$ cat src/rtl/seg7_scan_driver.sv
// Multi-digit 7-segment scan driver: hex or decimal (sequential double-dabble) display
// with leading-zero blanking, per-digit decimal points and overflow dashes.
module seg7_scan_driver #(
    parameter int unsigned NUM_DIGITS = 4,
    parameter int unsigned SCAN_DIV   = 100000,
    parameter bit          ACTIVE_LOW = 1'b1
) (
    input  logic                    clk,
    input  logic                    rst_n,
    input  logic [4*NUM_DIGITS-1:0] value,
    input  logic                    load,
    input  logic                    dec_mode,
    input  logic                    blank_lz,
    input  logic [NUM_DIGITS-1:0]   dp_mask,
    output logic [6:0]              a_to_g,
    output logic [NUM_DIGITS-1:0]   an,
    output logic                    dp,
    output logic                    busy,
    output logic                    overflow
);

    localparam int unsigned W  = 4 * NUM_DIGITS;
    localparam int unsigned PW = (SCAN_DIV > 1) ? $clog2(SCAN_DIV) : 1;
    localparam int unsigned IW = (NUM_DIGITS > 1) ? $clog2(NUM_DIGITS) : 1;
    localparam int unsigned CW = $clog2(W);

    localparam logic [6:0] GLYPH_DASH  = 7'h01;
    localparam logic [6:0] GLYPH_BLANK = 7'h00;

    typedef enum logic {
        S_IDLE,
        S_CONV
    } state_e;

    // rst_n is an active-high synchronous reset despite its name
    logic rst;
    assign rst = rst_n;

    state_e               state_q, state_d;
    logic                 hex_commit, conv_start, conv_step, conv_last;

    logic [W-1:0]         bin_q, bin_d;
    logic [W-1:0]         bcd_q, bcd_d;
    logic                 ovf_sh_q, ovf_sh_d;
    logic                 blank_sh_q, blank_sh_d;
    logic [NUM_DIGITS-1:0] dpm_sh_q, dpm_sh_d;
    logic [CW-1:0]        iter_q, iter_d;

    logic [W-1:0]         bcd_adj, bcd_shift;
    logic                 shift_out;

    logic [W-1:0]         digits_q, digits_d;
    logic                 blank_q, blank_d;
    logic [NUM_DIGITS-1:0] dpm_q, dpm_d;
    logic                 ovf_q, ovf_d;

    logic [PW-1:0]        presc_q, presc_d;
    logic [IW-1:0]        idx_q, idx_d;

    logic                 seen;
    logic [NUM_DIGITS-1:0] lead_zero;
    logic [NUM_DIGITS-1:0] sel_oh;
    logic [3:0]           cur_digit;
    logic                 cur_dp, cur_blank;
    logic [6:0]           glyph;

    logic [NUM_DIGITS-1:0] an_q, an_d;
    logic [6:0]           seg_q, seg_d;
    logic                 dp_q, dp_d;

    function automatic logic [6:0] hex_glyph(input logic [3:0] d);
        logic [6:0] g;
        case (d)
            4'h0:    g = 7'h7E;
            4'h1:    g = 7'h30;
            4'h2:    g = 7'h6D;
            4'h3:    g = 7'h79;
            4'h4:    g = 7'h33;
            4'h5:    g = 7'h5B;
            4'h6:    g = 7'h5F;
            4'h7:    g = 7'h70;
            4'h8:    g = 7'h7F;
            4'h9:    g = 7'h7B;
            4'hA:    g = 7'h77;
            4'hB:    g = 7'h1F;
            4'hC:    g = 7'h4E;
            4'hD:    g = 7'h3D;
            4'hE:    g = 7'h4F;
            default: g = 7'h47;
        endcase
        return g;
    endfunction

    // Converter FSM: state register
    always_ff @(posedge clk) begin
        if (rst) begin
            state_q <= S_IDLE;
        end else begin
            state_q <= state_d;
        end
    end

    // Converter FSM: next state; loads arriving during CONV are dropped
    always_comb begin
        state_d = state_q;
        case (state_q)
            S_IDLE: begin
                if (load && dec_mode) begin
                    state_d = S_CONV;
                end
            end
            S_CONV: begin
                if (iter_q == CW'(W - 1)) begin
                    state_d = S_IDLE;
                end
            end
            default: state_d = S_IDLE;
        endcase
    end

    // Converter FSM: control decode
    always_comb begin
        hex_commit = 1'b0;
        conv_start = 1'b0;
        conv_step  = 1'b0;
        conv_last  = 1'b0;
        case (state_q)
            S_IDLE: begin
                hex_commit = load && !dec_mode;
                conv_start = load && dec_mode;
            end
            S_CONV: begin
                conv_step = 1'b1;
                conv_last = (iter_q == CW'(W - 1));
            end
            default: ;
        endcase
    end

    // One double-dabble iteration: add 3 to digits >= 5, then shift the pair left
    always_comb begin
        bcd_adj = bcd_q;
        for (int i = 0; i < NUM_DIGITS; i++) begin
            if (bcd_q[4*i +: 4] >= 4'd5) begin
                bcd_adj[4*i +: 4] = bcd_q[4*i +: 4] + 4'd3;
            end
        end
        shift_out = bcd_adj[W-1];
        bcd_shift = {bcd_adj[W-2:0], bin_q[W-1]};
    end

    always_comb begin
        bin_d      = bin_q;
        bcd_d      = bcd_q;
        ovf_sh_d   = ovf_sh_q;
        blank_sh_d = blank_sh_q;
        dpm_sh_d   = dpm_sh_q;
        iter_d     = iter_q;
        if (conv_start) begin
            bin_d      = value;
            bcd_d      = '0;
            ovf_sh_d   = 1'b0;
            blank_sh_d = blank_lz;
            dpm_sh_d   = dp_mask;
            iter_d     = '0;
        end else if (conv_step) begin
            bin_d    = {bin_q[W-2:0], 1'b0};
            bcd_d    = bcd_shift;
            ovf_sh_d = ovf_sh_q | shift_out;
            iter_d   = iter_q + CW'(1);
        end
    end

    // Committed display state; only this bank ever reaches the outputs
    always_comb begin
        digits_d = digits_q;
        blank_d  = blank_q;
        dpm_d    = dpm_q;
        ovf_d    = ovf_q;
        if (hex_commit) begin
            digits_d = value;
            blank_d  = blank_lz;
            dpm_d    = dp_mask;
            ovf_d    = 1'b0;
        end else if (conv_last) begin
            digits_d = bcd_shift;
            blank_d  = blank_sh_q;
            dpm_d    = dpm_sh_q;
            ovf_d    = ovf_sh_q | shift_out;
        end
    end

    always_comb begin
        presc_d = presc_q + PW'(1);
        idx_d   = idx_q;
        if (presc_q == PW'(SCAN_DIV - 1)) begin
            presc_d = '0;
            idx_d   = (idx_q == IW'(NUM_DIGITS - 1)) ? '0 : idx_q + IW'(1);
        end
    end

    // A digit is a leading zero when it and every digit above it are zero
    always_comb begin
        seen      = 1'b0;
        lead_zero = '0;
        for (int i = int'(NUM_DIGITS) - 1; i >= 0; i--) begin
            seen         = seen | (digits_q[4*i +: 4] != 4'd0);
            lead_zero[i] = !seen && (i != 0);
        end
    end

    always_comb begin
        sel_oh    = '0;
        cur_digit = '0;
        cur_dp    = 1'b0;
        cur_blank = 1'b0;
        for (int i = 0; i < NUM_DIGITS; i++) begin
            if (IW'(i) == idx_q) begin
                sel_oh[i] = 1'b1;
                cur_digit = digits_q[4*i +: 4];
                cur_dp    = dpm_q[i];
                cur_blank = lead_zero[i];
            end
        end
        if (ovf_q) begin
            glyph = GLYPH_DASH;
        end else if (blank_q && cur_blank) begin
            glyph = GLYPH_BLANK;
        end else begin
            glyph = hex_glyph(cur_digit);
        end
        an_d  = sel_oh ^ {NUM_DIGITS{ACTIVE_LOW}};
        seg_d = glyph ^ {7{ACTIVE_LOW}};
        dp_d  = cur_dp ^ ACTIVE_LOW;
    end

    always_ff @(posedge clk) begin
        if (rst) begin
            bin_q      <= '0;
            bcd_q      <= '0;
            ovf_sh_q   <= 1'b0;
            blank_sh_q <= 1'b0;
            dpm_sh_q   <= '0;
            iter_q     <= '0;
            digits_q   <= '0;
            blank_q    <= 1'b0;
            dpm_q      <= '0;
            ovf_q      <= 1'b0;
            presc_q    <= '0;
            idx_q      <= '0;
            an_q       <= {NUM_DIGITS{ACTIVE_LOW}};
            seg_q      <= {7{ACTIVE_LOW}};
            dp_q       <= ACTIVE_LOW;
        end else begin
            bin_q      <= bin_d;
            bcd_q      <= bcd_d;
            ovf_sh_q   <= ovf_sh_d;
            blank_sh_q <= blank_sh_d;
            dpm_sh_q   <= dpm_sh_d;
            iter_q     <= iter_d;
            digits_q   <= digits_d;
            blank_q    <= blank_d;
            dpm_q      <= dpm_d;
            ovf_q      <= ovf_d;
            presc_q    <= presc_d;
            idx_q      <= idx_d;
            an_q       <= an_d;
            seg_q      <= seg_d;
            dp_q       <= dp_d;
        end
    end

    assign an       = an_q;
    assign a_to_g   = seg_q;
    assign dp       = dp_q;
    assign busy     = (state_q == S_CONV);
    assign overflow = ovf_q;

endmodule

$ cat config.mk
export PLATFORM = sky130hd
export DESIGN_NAME = seg7_scan_driver
export DESIGN_NICKNAME = d
export VERILOG_FILES = /design/src/rtl/seg7_scan_driver.sv
export SDC_FILE = /design/constraint.sdc
export NUM_CORES = 1
export LEC_CHECK = 0
export ABC_AREA = 1
export ABC_CLOCK_PERIOD_IN_PS = 2380
export CELL_PAD_IN_SITES_DETAIL_PLACEMENT = 0
export CELL_PAD_IN_SITES_GLOBAL_PLACEMENT = 1
export CORE_ASPECT_RATIO = 0.8
export CORE_MARGIN = 2
export CORE_UTILIZATION = 40
export DETAILED_ROUTE_END_ITERATION = 6
export GPL_TIMING_DRIVEN = 0
export MAX_ROUTING_LAYER = met4
export PLACE_DENSITY = 0.83
export SLEW_MARGIN = 20
export SYNTH_ARGS = -nofsm -noshare
export SYNTH_HDL_FRONTEND = slang
export SYNTH_SLANG_ARGS = --single-unit
$ cat constraint.sdc
create_clock -name clk -period 2.38 [get_ports clk]
set_input_delay 0.714 -clock clk [delete_from_list [all_inputs] [get_ports clk]]
set_output_delay 0.714 -clock clk [all_outputs]
set_load 0.005 [all_outputs]
==> metrics.txt <==
Worst setup EP type=register; Final Slew Violations=0; post-synthesis cell count=665; Slew HR=a little over half; DR WL/cell=between 10 and 15 um; Post-synth ARST share=0%; Place WS=-228.5 ps; routability cong.=just over 0.9; Final min period=~2200 ps; Cell variety after synth=47; Tot GR Track Use=about a fifth; final wirelength=between 10,000 and 15,000 um; max-cap violations=0; area leader, netlist=dfxtp_1; worst skew pair latency=350 ps; Final Hold Fails=0; total core area=~0.012 mm^2; hold path cells=1; die height=about 100 um; largest net degree at the start of global routing=16; clk buf depth=2; share of the yosys chip area belonging to registers=around 40%; Synth Flop Type=dfxtp_1; f_max=about 0.44 GHz; crit path kind=input port to register; final instance area=0.005695 mm^2; Clk pin slew, worst setup/hold paths=roughly 70 ps; reg2reg path depth=11; area of the die=0.01289 mm^2; H-tree depth=3; vias in the first global route=around 4,200; non-filler cells in the finished layout=869; Worst path slowest cell=clkbuf_1; CTS Root Cell=clkbuf_16; Warnings, synthesis=0; hold crit path type=register to register; Final setup viols=0; Hold Startpoint=presc_q[0]; DR DRC count=0; clock skew=13.52 ps; Seq cells post-synth=96; grt total ovfl=0; die width=roughly 130 um; n_diodes=0; number of synthesized flops with an enable pin=0; Area after DPL=between 0.005 and 0.006 mm^2; # port buffers=38; Post-Syn Area per Cell=about 7 um^2; Tcrit/Tclk final=94.50%; RSZ-0062 raised after global routing=no; first-pass GRT wire length=20,690 um; PnR Total Power=about 3.6 mW; worst vdd ir=around 0.00037 V; worst slew pin tran=717.5 ps; max incr delay on CP=roughly 570 ps; outcome=completed; hpwl dp=between 9000 and 10,000 um; CTS buffer count=9; Cell Rows=35; number of routed nets with antenna violations=0; DP Cell Count=between 800 and 900; RR Startpoint=idx_q[0]; I/O pins=39; Worst EP arrival=between 2000 and 2500 ps; setup slack after layout=130.8 ps; P per Cell Area=around 630 mW/mm^2; hold path endpoint=presc_q[0]; critical-path cell list=clkdlybuf4s50_1 > clkbuf_1 > buf_1 > a21oi_1; Syn Nets=710; fraction of layout cells with a size suffix above 1=9.986%; most common cell after layout, fill and taps aside=nand2_1; CTS tree=built; CTS Sinks=96; reg2reg setup slack=200 ps; # nets final=~760; LEAKAGE=2.473 nW; via count=about 4,400; Critical R2R Capture=a_to_g[3]; initial antenna violation count=0; synthesized cell area=approximately 0.0048 mm^2; type of origin of the critical path=input port; post-synth top area share=between 40% and 50%; Crit Path Max Fanout=10; Final TNS setup=0 ps; Starting Density=around two fifths; Iteration-0 DRC Markers=~310; # fillers=1,152; most frequent cells in the layout=179 x nand2_1, 96 x dfxtp_1, 80 x inv_1; DR pass1 iterations=5; WP data required=2580 ps; Vias/cell=between 5 and 6; synth top area cells=dfxtp_1 40%, nand2_1 14%, inv_1 6.3%, ha_1 5.2%, a21oi_1 4.2%; Synth-to-Final Area Change=18.73%
[worst max-delay path, delay by kind of cell]
family / cells / cell delay, ps
compound gates: 1 / 100
buf+inv: 3 / 1630
[area by class of cell]
| cell class | instances | area (um^2) | area share, % |
|---|---|---|---|
| sequential | 96 | 1922 | 33.74 |
| tap | 148 | 185.2 | 3.251 |
| clock inverter | 4 | 53.80 | 0.9446 |
| clock buffer | 12 | 246.5 | 4.328 |
| buffer | 22 | 121.4 | 2.131 |
| multi-input combinational | 455 | 2416 | 42.42 |
| inverter | 92 | 355.3 | 6.239 |
| timing repair buffer | 40 | 395.4 | 6.942 |
[Yosys cell counts, types with 5 or more instances]
master,n
nand2_1,179
dfxtp_1,96
inv_1,81
nor2_1,46
a21oi_1,40
o21ai_0,34
a31oi_1,23
nand3_1,23
ha_1,20
xor2_1,13
nor3_1,10
clkbuf_1,9
nand4_1,9
buf_2,7
inv_2,7
nand2_2,7
or2_2,6
o211ai_1,5
[per-layer routing]
metal	vias to the layer above	wire length (um)	global-route usage [%]
met5	-	0	-
met2	118	5528	32.58
met3	9	728	5.131
met4	0	116	4.311
met1	2059	6149	28.05
li1	2241	-	-
[state kept, by name, indices dropped and copies added, names as in the netlist, 4 cells and up]
register  flops
a_to_g        7
bin_q        16
an            4
bcd_q        16
presc_q      17
iter_q        4
dpm_sh_q      4
digits_q     16
dpm_q         4
[kinds of logic (layout without fill, tap and decap cells)]
kind of cell	count (synthesis)	after routing	synth area share, %
compound gates	121	121	14.68
xor+xnor	13	13	2.374
fa+ha+maj	20	20	5.216
buf+inv	114	170	9.937
flops	96	96	40.06
simple gates	301	301	27.73
[power breakdown]
group / switching (mW) / leakage [nW] / internal, mW
Combinational: 0.248 / 1.55 / 0.165
Clock: 0.626 / 0.139 / 0.846
Sequential: 0.0429 / 0.784 / 1.68
Total: 0.917 / 2.47 / 2.69
[metrics by stage]
stage / hold WS [ps] / util [%]
final: 456.6 / 49.08
after global placement: 426.6 / 46.21
after CTS: 463.8 / 48.80
after detailed placement: 453.4 / 46.21
after global routing: 488.1 / 49.08
after floorplan: 417.5 / -
[worst max path at each step]
stage               slack, ps         to  cells after the start  startpoint
floorplan                 360  a_to_g[3]                     11    idx_q[0]
global placement         -170   bin_q[1]                      4       rst_n
detailed placement       -230   bin_q[3]                      4       rst_n
CTS                        60  a_to_g[3]                     11    idx_q[0]
global route               50   dpm_q[2]                      4       rst_n
finish                    130   dpm_q[2]                      4       rst_n
[what timing repair did]
item                                    4_1_cts  5_1_grt
hold buffers                                  0        0
endpoints found under the setup margin        0        3
buffers inserted                              0        2
gates resized for setup                       0        5
Power figures use the tool's default switching activity.
